--- config.mk ---
export PLATFORM = sky130hd
export DESIGN_NAME = fir_mac_stream
export DESIGN_NICKNAME = d
export VERILOG_FILES = /design/src/rtl/fir_mac_stream.sv
export SDC_FILE = /design/constraint.sdc
export NUM_CORES = 2
export LEC_CHECK = 0
export CELL_PAD_IN_SITES_DETAIL_PLACEMENT = 0
export CELL_PAD_IN_SITES_GLOBAL_PLACEMENT = 1
export CORE_ASPECT_RATIO = 0.8
export CORE_MARGIN = 2
export CORE_UTILIZATION = 40
export CTS_CLUSTER_SIZE = 14
export DETAILED_ROUTE_END_ITERATION = 8
export DONT_BUFFER_PORTS = 1
export PLACE_DENSITY_LB_ADDON = 0.15
export SLEW_MARGIN = 0
export SYNTH_ARGS = -nofsm -noshare
export SYNTH_HDL_FRONTEND = slang
export SYNTH_SLANG_ARGS = --single-unit
--- constraint.sdc ---
create_clock -name clk -period 31.6 [get_ports clk]
set_input_delay 4.74 -clock clk [delete_from_list [all_inputs] [get_ports clk]]
set_output_delay 4.74 -clock clk [all_outputs]
set_load 0.01 [all_outputs]
--- src/rtl/fir_mac_stream.sv ---
// Time-multiplexed FIR: one signed MAC per cycle over NTAPS taps, runtime coefficient
// register file, valid/ready on both sides, round-half-up and saturation on the result.
module fir_mac_stream #(
    parameter int NTAPS     = 32,
    parameter int DATA_W    = 16,
    parameter int COEF_W    = 20,
    parameter int COEF_FRAC = 16
) (
    input  logic                     clk,
    input  logic                     rst,
    input  logic                     in_valid,
    output logic                     in_ready,
    input  logic [DATA_W-1:0]        data,
    input  logic                     flush,
    input  logic                     frame_clr,
    input  logic                     coef_we,
    input  logic [$clog2(NTAPS)-1:0] coef_addr,
    input  logic [COEF_W-1:0]        coef_wdata,
    output logic                     fir_valid,
    input  logic                     out_ready,
    output logic [DATA_W-1:0]        fir_d,
    output logic                     fir_last
);

    localparam int AW     = $clog2(NTAPS);
    localparam int PROD_W = DATA_W + COEF_W;
    localparam int ACC_W  = PROD_W + AW;
    localparam logic signed [ACC_W-1:0] RND_C   = ACC_W'(1) << (COEF_FRAC - 1);
    localparam logic signed [ACC_W-1:0] SAT_MAX = (ACC_W'(1) << (DATA_W - 1)) - ACC_W'(1);
    localparam logic signed [ACC_W-1:0] SAT_MIN = ~SAT_MAX;

    typedef enum logic [1:0] {IDLE, MAC, OUT} state_t;

    state_t                    state_q;
    logic signed [DATA_W-1:0]  x_q [NTAPS];
    logic signed [COEF_W-1:0]  c_q [NTAPS];
    logic signed [ACC_W-1:0]   acc_q;
    logic [AW-1:0]             k_q;
    logic [AW-1:0]             flush_cnt_q;
    logic                      last_q;
    logic                      fir_valid_q;
    logic                      fir_last_q;
    logic [DATA_W-1:0]         fir_d_q;

    logic signed [PROD_W-1:0]  prod_d;
    logic signed [ACC_W-1:0]   acc_d;
    logic signed [ACC_W-1:0]   rnd_d;
    logic signed [ACC_W-1:0]   shifted_d;
    logic [DATA_W-1:0]         fir_d_d;

    assign in_ready  = (state_q == IDLE) && !flush && (flush_cnt_q == '0);
    assign fir_valid = fir_valid_q;
    assign fir_last  = fir_last_q;
    assign fir_d     = fir_d_q;

    // Only the final tap's sum (acc_d on k == NTAPS-1) is rounded and saturated.
    always_comb begin
        prod_d    = c_q[k_q] * x_q[k_q];
        acc_d     = acc_q + {{AW{prod_d[PROD_W-1]}}, prod_d};
        rnd_d     = acc_d + RND_C;
        shifted_d = rnd_d >>> COEF_FRAC;
        fir_d_d   = shifted_d[DATA_W-1:0];
        if (shifted_d > SAT_MAX) begin
            fir_d_d = SAT_MAX[DATA_W-1:0];
        end else if (shifted_d < SAT_MIN) begin
            fir_d_d = SAT_MIN[DATA_W-1:0];
        end
    end

    always_ff @(posedge clk) begin
        if (rst) begin
            state_q     <= IDLE;
            acc_q       <= '0;
            k_q         <= '0;
            flush_cnt_q <= '0;
            last_q      <= 1'b0;
            fir_valid_q <= 1'b0;
            fir_last_q  <= 1'b0;
            fir_d_q     <= '0;
            for (int i = 0; i < NTAPS; i++) begin
                x_q[i] <= '0;
                c_q[i] <= '0;
            end
        end else if (frame_clr) begin
            // Coefficients and fir_d deliberately survive a frame clear.
            state_q     <= IDLE;
            acc_q       <= '0;
            k_q         <= '0;
            flush_cnt_q <= '0;
            last_q      <= 1'b0;
            fir_valid_q <= 1'b0;
            fir_last_q  <= 1'b0;
            for (int i = 0; i < NTAPS; i++) begin
                x_q[i] <= '0;
            end
        end else begin
            case (state_q)
                IDLE: begin
                    if (coef_we && (int'(coef_addr) < NTAPS)) begin
                        c_q[coef_addr] <= coef_wdata;
                    end
                    if (flush && (flush_cnt_q == '0)) begin
                        flush_cnt_q <= AW'(NTAPS - 1);
                    end else if (flush_cnt_q != '0) begin
                        x_q[0] <= '0;
                        for (int i = 1; i < NTAPS; i++) begin
                            x_q[i] <= x_q[i-1];
                        end
                        flush_cnt_q <= flush_cnt_q - 1'b1;
                        last_q      <= (flush_cnt_q == AW'(1));
                        acc_q       <= '0;
                        k_q         <= '0;
                        state_q     <= MAC;
                    end else if (in_valid) begin
                        x_q[0] <= data;
                        for (int i = 1; i < NTAPS; i++) begin
                            x_q[i] <= x_q[i-1];
                        end
                        last_q  <= 1'b0;
                        acc_q   <= '0;
                        k_q     <= '0;
                        state_q <= MAC;
                    end
                end
                MAC: begin
                    acc_q <= acc_d;
                    k_q   <= k_q + 1'b1;
                    if (k_q == AW'(NTAPS - 1)) begin
                        fir_d_q     <= fir_d_d;
                        fir_valid_q <= 1'b1;
                        fir_last_q  <= last_q;
                        state_q     <= OUT;
                    end
                end
                OUT: begin
                    if (out_ready) begin
                        fir_valid_q <= 1'b0;
                        fir_last_q  <= 1'b0;
                        state_q     <= IDLE;
                    end
                end
                default: state_q <= IDLE;
            endcase
        end
    end

endmodule

-- After elaboration in Yosys (flattened, before gate mapping)
Memories as Yosys holds them, arrays and structs flattened. A register that Yosys moved wholly into a read port is not among the register bits.
Index checks and enable logic that the tools add are counted.
- $add $sub $neg: 4
- $mul: 1
- divide/modulo/power cells: 0
- order comparisons: 2
- equality and inequality tests: 8
- shifts and indexed selects: 0
- multiplexer cells: 151
- bitwise logic cells: 98
- reduce and logical (&&, ||, !) cells: 19
- operator list (cell ; number):
    $mux 16 ; 98
    $mux 41 ; 3
    $or 1x1->1 ; 96
    $pmux 41 s2 ; 1
    $mux 5 ; 10
    $add 41x17->41 const B ; 1
    $add 41x41->41 ; 1
    $mul 20x16->36 ; 1
    $mux 1 ; 29
    $gt 25x16->1 const B ; 1
    $lt 25x16->1 const B ; 1
    $mux 20 ; 1
    $reduce_or 20->1 ; 1
    $reduce_and 3->1 ; 4
    $mux 2 ; 5
    $pmux 5 s2 ; 1
    $reduce_bool 2->1 ; 4
    $ne 2x2->1 const B ; 3
    $pmux 2 s3 ; 1
    $add 5x1->5 const B ; 1
    $eq 5x1->1 const B ; 1
    $eq 5x5->1 const B ; 1
    $logic_not 5->1 ; 1
    $reduce_bool 5->1 ; 1
    12 further kinds ; 16
- flip-flop bits (word level): 72
- latch bits: 0
- memory bits (writable): 1152
- memory bits (read-only): 0
- input port bits: 48
- word-level logic and storage cells: 293
- memories: 2
- memory list (name ; words ; bits a word ; read ports ; clocked after Yosys merged registers in ; write ports ; RTL line ; text):
    c_q ; 32 ; 20 ; 1 ; 1 ; 32 ; 36 ; logic signed [COEF_W-1:0] c_q [NTAPS];
    x_q ; 32 ; 16 ; 32 ; 1 ; 32 ; 35 ; logic signed [DATA_W-1:0] x_q [NTAPS];

-- Longest topological paths before layout
- word-level depth: 9
- mapped depth: 50
- depth with buffers taken out: 44

-- Worst setup path before layout
Ideal clock, no wire load.
- path kind: register to register
- start point: register (tool-made name)
- end point: register fir_d_q[10] (netlist: fir_d[10])
- library setup time: 0.146 ns
- data arrival time: 12.218 ns
- data required time: 31.454 ns
- slack: 19.235 ns
- cell stages (with the launch flop): 49
- period minus slack after synthesis: 12.365 ns
- cells stage by stage: dfxtp_1 > clkbuf_1 > clkbuf_1 > buf_1 > clkbuf_1 > mux4_2 > mux4_2 > mux2i_1 > clkbuf_1 > nor2_1 > fa_1 > inv_1 > fa_1 > fa_1 > fa_1 > inv_1 > fa_1 > inv_1 > (+13 left out) > nand2b_1 > a21oi_1 > xnor2_1 > ha_1 > a21o_1 > a21o_1 > a21o_1 > a311oi_1 > nand2_1 > a31oi_1 > o21ai_0 > xnor2_1 > o21ai_0 > a2111oi_1 > o2111ai_2 > a21boi_4 > buf_6 > a211oi_2
- RTL lines (item ; RTL line ; text):
    end signal, assigned ; 129 ; fir_d_q <= fir_d_d;
    end, declared ; 43 ; logic [DATA_W-1:0] fir_d_q;

==> impl_metrics.tcl <==
set metrics [dict create \
    dp.cells 7190 \
    drt-total-wl_mm 174.6 \
    r2r_slack_ns 16.62 \
    ys_seq_area_share_pct 51.73 \
    syn_avg_cell_area_um2 13.42 \
    ctsHoldBuffers 0 \
    cts_buffers 136 \
    rsz0062_at_grt "false" \
    start_util_pct 40.38 \
    die-area_um2 177200 \
    cp-end-kind "flip-flop" \
    fp.coreArea_um2 172200 \
    vias 39380 \
    port_buffers 0 \
    path_clk_slew_ns 0.06 \
    dieWidth_um 470.2 \
    grt_pass1_wl_mm 265.4 \
    arrival_ns 15.60 \
    hold_depth 2 \
    p_sw_share_pct 24.53 \
    grt_pass1_vias 40850 \
    design_area_um2 76120 \
    dp_hpwl_mm 112.8 \
    hold_path_end "acc_q[3]" \
    clock_latency_ns 0.79 \
    p_leak_uw 0.02946 \
    synth_edf_count 1136 \
    root_buffer "clkbuf_16" \
    cp_top_family "compound AO/OA/AOI/OAI gates" \
    setup_slack_ns 16.62 \
    wl_per_cell_um 23.47 \
    synth_cells 5182 \
    setup_tns_ns 0 \
    r2r_end "fir_d[2]" \
    syn_nets 5685 \
    power_density_nw_per_um2 50.19 \
    synth_ff_type "edfxtp_1" \
    slew_viol_final 0 \
    synth_area_um2 69540 \
    period_needed_ns 14.98 \
    drt_iter0_markers 3092 \
    min_from "acc_q[3]" \
    drc 0 \
    antenna_found_initial 13 \
    tritoncts "built" \
    ctsResizeCount 0 \
    yosys_register_bits 1229 \
    globalRoute.totalOverflow 0 \
    fill_cells 15540 \
    track_usage_pct 19.88 \
    htree_num_levels 4 \
    grt_max_degree 181 \
    maxCapViolCount 0 \
    timing.fmax_mhz 66.76 \
    switchingPower_uw 937.3 \
    dpl_worst_slack_ns 16.43 \
    rows 136 \
    startpoint_type "flip-flop" \
    ys_warn_count 0 \
    hold_path.class "flip-flop to flip-flop" \
    slew_headroom_pct 15.36 \
    r2r_cells 44 \
    cp_slowest_cell "mux2i_1" \
    area_growth_pct 9.466 \
    clock_skew_ns 0.05946 \
    clock_path_buffers 3 \
    cts_setup_buffers 0 \
    die_h_um 376.9 \
    ys_types 95 \
    outcome "completed" \
    num_io_pins 67 \
    place_area_um2 71830 \
    cp.buffers_inverters 6 \
    clkPwrFrac_pct 40.7 \
    drtAntennaViolNets 0 \
    ir_drop_mv 0.05512 \
    worstMarginPinSlew_ns 1.234 \
    setup-violations-final 0 \
    worstSetupPathType "flip-flop to flip-flop" \
    drtPass1Iterations 5 \
    final_nets 5554 \
    routabilityCongestion 0.8267 \
    crit_path_max_incr_delay_ns 0.97 \
    cp.required_ns 32.22 \
    async_flop_share_pct 0 \
    clkSinkCount 1229 \
    crit_top_cell "fa_1" \
    power.internal_uw 2883 \
    seqPwrFrac_pct 50.3 \
    worst-path-max-fanout 41 \
    viasPerCell 5.293 \
    hold_viol 0 \
    fin_cells 7440 \
    power_frac_comb_pct 8.9 \
    drive_gt1_share_pct 14.66 \
    fin_crit_sh_pct 47.40 \
]
## state kept, by name, summed over array words and instances, names as in the netlist, named ones only
signal,cells
k_q,5
flush_cnt_q,5
fir_last,1
c_q,640
state_q,2
x_q,512
fir_valid,1
last_q,1
fir_d,16
acc_q,41
## tightest hold or removal path, cell delays in order, from the launching register on
cell and delay, ns:
dfxtp_1 0.31, nand2_1 0.05, a21oi_1 0.05
## final cells by class
cell class,instances,area (µm²),share of cell area [%]
well taps,2277,2849,3.743
flip-flops and latches,1229,35990,47.28
inverters,418,1569,2.061
multi-input cells,3189,30790,40.45
repair buffers,77,628.1,0.8251
diodes,5,12.51,0.01644
clock inverters,73,644.4,0.8465
clock buffers,172,3633,4.773
## cell usage after synthesis (38+ instances only)
library cell	number	share of area [%]
edfxtp_1	1136	49
nor2_1	324	1.7
inv_1	418	2.3
nand2_1	188	1.0
and2_1	1142	10
dfxtp_1	93	2.7
or2_2	46	0.41
mux4_2	360	12
buf_1	54	0.29
o21ai_0	45	0.32
a21oi_1	90	0.65
nand2b_1	38	0.34
xnor2_1	59	0.74
ha_1	136	2.4
a22oi_1	49	0.53
fa_1	319	9.2
clkbuf_1	279	1.5
## cells by family (layout without fill, tap and decap cells)
family                     after synthesis  in the layout  synth area share [%]
and+or+nand+nor                       1874           1874                 15.20
DFF                                   1229           1229                 51.73
buffers and inverters                  764            740                 4.210
adders and majority gates              455            455                 11.63
muxes                                  402            402                 12.29
AOI/OAI and AO/OA                      365            365                 3.689
xor gates and xnor gates                93             93                 1.252
other                                    0              5                     0
## worst max-delay path by stage
stage | from | to | slack (ns) | cells after the start
after CTS | flip-flop | fir_d[2] | 16.42 | 44
after floorplan | flip-flop | fir_d[10] | 19.24 | 48
after global routing | flip-flop | fir_d[3] | 15.34 | 44
after detailed placement | flip-flop | fir_d[2] | 16.43 | 44
after global placement | flip-flop | fir_d[3] | 16.63 | 44
final | flip-flop | fir_d[2] | 16.62 | 44
## per-stage QoR
step,util [%],power (µW),hold slack [ns]
2_1_floorplan,-,2203,0.4326
4_1_cts,44.20,3866,0.4677
6_report,44.20,3821,0.4618
3_3_place_gp,41.71,2302,0.4480
5_1_grt,44.20,3968,0.4866
3_5_place_dp,41.71,2301,0.4562
## power groups by stage
stage | Clock (µW) | Sequential [µW] | Combinational, µW
2_1_floorplan | 0 | 1950 | 256
3_3_place_gp | 0 | 1960 | 346
3_5_place_dp | 0 | 1960 | 346
4_1_cts | 1600 | 1920 | 347
5_1_grt | 1660 | 1930 | 377
6_report | 1560 | 1920 | 342
## cell usage in the layout, fill, tap and decap left out, drive strengths merged, types with 92 or more instances in the layout
| master | n |
|---|---|
| a21oi | 92 |
| and2 | 1143 |
| clkbuf | 172 |
| dfxtp | 93 |
| edfxtp | 1136 |
| fa | 319 |
| ha | 136 |
| inv | 423 |
| mux4 | 360 |
| nand2 | 191 |
| nor2 | 325 |
## layer usage
metal / part of all wire (%) / GRT usage (%) / up-vias
li1: - / - / 17880
met3: 5.6 / 4.018 / 202
met5: 0 / 0 / -
met2: 43 / 28.90 / 850
met1: 50 / 30.65 / 20450
met4: 1.8 / 4.133 / 0
Power figures use the tool's default switching activity.
